**src/rtl/input_mask_sequencer.sv**
```systemverilog
// Input mask sequencer: scales each accepted sample by a per-node mask and issues
// one reservoir update per virtual node. Optional watchdog: define MASK_SEQ_TIMEOUT_EN.
module input_mask_sequencer #(
  parameter int VIRTUAL_NODES  = 10,
  parameter int DATA_WIDTH     = 32,
  parameter int MASK_FRAC      = 16,
  parameter int SAT_MAX        = 4095,
  parameter int TIMEOUT_CYCLES = 65535
) (
  input  logic                             clk,
  input  logic                             rst,
  input  logic                             sample_valid,
  input  logic [15:0]                      sample_data,
  output logic                             sample_ready,
  input  logic                             mask_wr_en,
  input  logic [$clog2(VIRTUAL_NODES)-1:0] mask_wr_addr,
  input  logic [15:0]                      mask_wr_data,
  output logic [DATA_WIDTH-1:0]            res_din,
  output logic                             res_en,
  input  logic                             res_valid,
  output logic                             busy,
  output logic [$clog2(VIRTUAL_NODES)-1:0] node_idx,
  output logic                             sample_done
`ifdef MASK_SEQ_TIMEOUT_EN
  ,
  output logic                             timeout_err
`endif
);

  localparam int IDX_W = $clog2(VIRTUAL_NODES);
  localparam logic [IDX_W-1:0] LAST_IDX = IDX_W'(VIRTUAL_NODES - 1);

  typedef enum logic [2:0] {
    S_IDLE  = 3'd0,
    S_LOAD  = 3'd1,
    S_ISSUE = 3'd2,
    S_GUARD = 3'd3,
    S_WAIT  = 3'd4
  } state_t;

  state_t                  state_r, state_s;
  logic [15:0]             sample_r, sample_s;
  logic [15:0]             mask_r [VIRTUAL_NODES];
  logic [IDX_W-1:0]        node_s;
  logic [DATA_WIDTH-1:0]   din_s;
  logic                    en_s, done_s, ready_s;
  logic [31:0]             prod_s, scaled_s, sat_s;

  assign prod_s   = {16'd0, sample_r} * {16'd0, mask_r[node_idx]};
  assign scaled_s = prod_s >> MASK_FRAC;
  assign sat_s    = (scaled_s > 32'(SAT_MAX)) ? 32'(SAT_MAX) : scaled_s;

`ifdef MASK_SEQ_TIMEOUT_EN
  localparam logic [31:0] TMO_LAST = 32'(TIMEOUT_CYCLES - 1);
  logic [31:0] tmo_cnt_r;
  logic        tmo_err_s;
`endif

  // Next-state and next-output logic
  always_comb begin
    state_s  = state_r;
    sample_s = sample_r;
    node_s   = node_idx;
    din_s    = res_din;
    en_s     = 1'b0;
    done_s   = 1'b0;
    case (state_r)
      S_IDLE: begin
        if (sample_valid && sample_ready) begin
          sample_s = sample_data;
          node_s   = '0;
          state_s  = S_LOAD;
        end else begin
          state_s  = S_IDLE;
        end
      end
      S_LOAD: begin
        din_s   = DATA_WIDTH'(sat_s);
        state_s = S_ISSUE;
      end
      S_ISSUE: begin
        if (res_valid) begin
          en_s    = 1'b1;
          state_s = S_GUARD;
        end else begin
          state_s = S_ISSUE;
        end
      end
      S_GUARD: begin
        state_s = S_WAIT;
      end
      S_WAIT: begin
        if (!res_valid) begin
          state_s = S_WAIT;
        end else if (node_idx == LAST_IDX) begin
          done_s  = 1'b1;
          node_s  = '0;
          state_s = S_IDLE;
        end else begin
          node_s  = node_idx + IDX_W'(1);
          state_s = S_LOAD;
        end
      end
      default: begin
        node_s  = '0;
        state_s = S_IDLE;
      end
    endcase
`ifdef MASK_SEQ_TIMEOUT_EN
    tmo_err_s = timeout_err;
    if ((state_r == S_ISSUE || state_r == S_WAIT) && state_s == state_r && tmo_cnt_r == TMO_LAST) begin
      tmo_err_s = 1'b1;
      en_s      = 1'b0;
      done_s    = 1'b0;
      node_s    = '0;
      state_s   = S_IDLE;
    end else begin
      tmo_err_s = timeout_err;
    end
`endif
    // The sample_done cycle is a drain cycle; new samples are taken from the next one
    ready_s = (state_s == S_IDLE) && !done_s;
  end

  // State and registered outputs
  always_ff @(posedge clk or negedge rst) begin
    if (!rst) begin
      state_r      <= S_IDLE;
      sample_r     <= 16'd0;
      node_idx     <= '0;
      res_din      <= '0;
      res_en       <= 1'b0;
      sample_done  <= 1'b0;
      sample_ready <= 1'b1;
      busy         <= 1'b0;
    end else begin
      state_r      <= state_s;
      sample_r     <= sample_s;
      node_idx     <= node_s;
      res_din      <= din_s;
      res_en       <= en_s;
      sample_done  <= done_s;
      sample_ready <= ready_s;
      busy         <= (state_s != S_IDLE);
    end
  end

  // Mask table; writes accepted only while idle and in range
  always_ff @(posedge clk or negedge rst) begin
    if (!rst) begin
      for (int i = 0; i < VIRTUAL_NODES; i++) mask_r[i] <= 16'd0;
    end else if (mask_wr_en && !busy && mask_wr_addr <= LAST_IDX) begin
      mask_r[mask_wr_addr] <= mask_wr_data;
    end else begin
      for (int i = 0; i < VIRTUAL_NODES; i++) mask_r[i] <= mask_r[i];
    end
  end

`ifdef MASK_SEQ_TIMEOUT_EN
  // Watchdog counter restarts on every state entry; error flag is sticky
  always_ff @(posedge clk or negedge rst) begin
    if (!rst) begin
      tmo_cnt_r   <= 32'd0;
      timeout_err <= 1'b0;
    end else begin
      timeout_err <= tmo_err_s;
      if (state_s != state_r) begin
        tmo_cnt_r <= 32'd0;
      end else if (state_r == S_ISSUE || state_r == S_WAIT) begin
        tmo_cnt_r <= tmo_cnt_r + 32'd1;
      end else begin
        tmo_cnt_r <= 32'd0;
      end
    end
  end
`endif

endmodule

```
**config.mk**
```make
export PLATFORM = sky130hd
export DESIGN_NAME = input_mask_sequencer
export DESIGN_NICKNAME = d
export VERILOG_FILES = /design/src/rtl/input_mask_sequencer.sv
export SDC_FILE = /design/constraint.sdc
export NUM_CORES = 1
export LEC_CHECK = 0
export BUFFER_PORTS_ARGS = -buffer_cell sky130_fd_sc_hd__buf_2
export CAP_MARGIN = 25
export CORE_MARGIN = 4
export CORE_UTILIZATION = 61
export DETAILED_ROUTE_END_ITERATION = 6
export GPL_TIMING_DRIVEN = 0
export PLACE_DENSITY = 0.8
export SLEW_MARGIN = 10
export SYNTH_ARGS = -nofsm -noshare
export SYNTH_HDL_FRONTEND = slang
export SYNTH_SLANG_ARGS = --single-unit
```
**constraint.sdc**
```tcl
create_clock -name clk -period 10.1 [get_ports clk]
set_input_delay 3.03 -clock clk [delete_from_list [all_inputs] [get_ports clk]]
set_output_delay 3.03 -clock clk [all_outputs]
set_load 0.02 [all_outputs]
```
==> flow_summary.toml <==
[logic_synthesis]
synth_edf_count = 0
synth_ff_type = "dfrtp_1"
synthCells = 1557
yosys-top-cells-area = "dfrtp_1, fa_1, mux2_2"
synth_cell_types = 59
synth_seq_cells = 203
netlist.area_leader.share_pct = 29.34
ys_seq_area_share_pct = 29.49
yosysTopAreaCell = "dfrtp_1"
async_flop_share_pct = 100.0
syn-cell-area_um2 = 17230
synth_most_common_cell = "inv_1"
syn_avg_cell_area_um2 = 11.06
synthTopCellsByCount = "inv_1, dfrtp_1, fa_1"
yosysWarnings = 0

[place]
placed_cell_area_um2 = 18030
io_buffers = 48
place_congestion = 0.9548
place.detailed.hpwl_um = 31110

[worst_setup_path]
worst-path-max-fanout = 10
path_depth = 29
path_common_cell = "fa_1"
r2r_cells = 29
ff2ff_setup_slack_ns = 0.54
critical-path-top-delay-family = "adder cells"
cp_slowest_cell = "o22ai_1"
worstSetupStartpointType = "flip-flop"
critPathCaptureType = "flip-flop"
reg2reg_to = "res_din[7]"
cp.arrival_ns = 9.97
max_stage_delay_ns = 0.75
path_buf_inv = 9
critical_path_class = "flip-flop to flip-flop"
r2r_start = "node_idx[0]"
required_ns = 10.51
cp-startpoint = "node_idx[0]"

[clock_network]
cts_tree = "yes"
cts_buffers = 22
htree_levels = 1
cts_hold_buf = 0
postCtsSetupRepairBufs = 0
cts_resized = 0
clock_latency_ns = 0.52
clkSinkCount = 203
cts_buffer_depth = 3
clk_pin_slew_ns = 0.06
root_buffer = "clkbuf_16"

[route]
drtPass1Iterations = 5
vias = 11760
drt_drc_violations_left = 0
drt_iter0_markers = 698
ant_nets = 0
routed_via_density = 5.768
wl_per_cell_um = 19.96
routed_wl_um = 40690

[sta]
min_period_ns = 9.562
max_slew_margin_pct = 34.93
fmax_mhz = 104.6
rsz0062_at_grt = "no"
finalCritPeriodShare_pct = 94.68
setup_violations = 0
fin_worst_skew_ns = 0.02329
worst_slew_pin_slew_ns = 0.9709
tns_ns = 0
hold_ws_ns = 0.4852
drv_slew = 0
hold_violations = 0

[global_routing]
antenna_found_initial = 0
grt_pass1_wl_um = 66600
grt_pass1_vias = 12640
overflow = 0
grt_max_degree = 106
groute.usage.overall_pct = 27.19

[layout]
post_route_cells_drive_above_1_share_pct = 17.89
multi_input_comb_area_um2 = 10910
syn_to_final_growth_pct = 9.216
fill_cells = 2049
final_area_um2 = 18820
regArea_um2 = 5081
nNetsFinal = 1982

[min_path]
hp-class = "flip-flop to flip-flop"
min_path_cells = 1
min-delay-start = "mask_r[110]"
hold_path_end = "mask_r[110]"

[floorplan]
dieArea_um2 = 31000
die_w_um = 176.1
core_um2 = 27860
ios = 81
fp.dieH_um = 176.1
num_rows = 61
initial_core_util_pct = 61.84

[run]
max-cap-violations = 0

[status]
status = "complete, no violations"
## worst reg2reg max path, delay by kind of cell, from the launching register on
kind,cells,cell delay [ns]
mux,1,0.17
buf+inv,9,2.50
compound gates,11,2.75
flops,1,0.43
simple gates,1,0.15
fa+ha+maj,7,3.44
## kinds of logic (layout without fill, tap and decap cells)
family | Yosys count | after routing | synth area share, %
compound gates | 115 | 115 | 4.481
simple gates | 360 | 360 | 10.39
flops | 203 | 203 | 29.49
xor+xnor | 13 | 13 | 0.6609
mux | 240 | 240 | 17.41
other cells | 1 | 17 | 0.02177
fa+ha+maj | 296 | 296 | 29.91
buf+inv | 329 | 417 | 7.640
## routing by layer
| layer | track usage [%] | part of all wire (%) | up-vias |
|---|---|---|---|
| met5 | 0 | 0 | - |
| met4 | 11.79 | 4.7 | 0 |
| met3 | 3.298 | 5.1 | 120 |
| met2 | 47.46 | 52 | 392 |
| met1 | 34.45 | 39 | 6042 |
| li1 | - | - | 5207 |
## state kept, by name (all words and copies together), names as in the netlist
name          cells
node_idx          4
res_en            1
sample_r         16
mask_r          160
busy              1
sample_done       1
sample_ready      1
state_r           3
res_din          16
## worst max path at each step
stage | to | slack [ns]
after floorplan | res_din[10] | 2.11
after global placement | res_din[11] | 0.68
after detailed placement | res_din[7] | 0.48
after CTS | res_din[7] | 0.44
after global routing | res_din[7] | 0.02
final | res_din[7] | 0.54
## area by class of cell
class	count	share of cell area, %
clock inverters	9	0.5719
multi-input cells	1040	57.96
inverters	232	4.628
diodes	1	0.01330
clock buffers	30	3.465
plain buffers	97	2.367
well taps	378	2.514
flip-flops and latches	203	27.00
repair buffers	49	1.476
## cell usage in the layout, fill, tap and decap left out, drive strengths merged, types with 30 or more instances in the layout
cell type	instances
fa	193
nand2	170
and2	117
mux2	177
mux2i	33
buf	91
clkbuf	85
inv	234
mux4	30
dfrtp	202
ha	103
## through the flow
| step | setup WS (ns) | cells | util (%) |
|---|---|---|---|
| global route | 0.02360 | 2038 | 67.53 |
| floorplan | 2.114 | 1572 | - |
| CTS | 0.4449 | 2038 | 67.46 |
| detailed placement | 0.4780 | 1999 | 64.74 |
| finish | 0.5375 | 2039 | 67.54 |
| global placement | 0.6757 | 1998 | 64.60 |
Power is left out: the tool's default activity adds up to more than one toggle a clock period on the data nets, which glitch-free logic cannot reach.
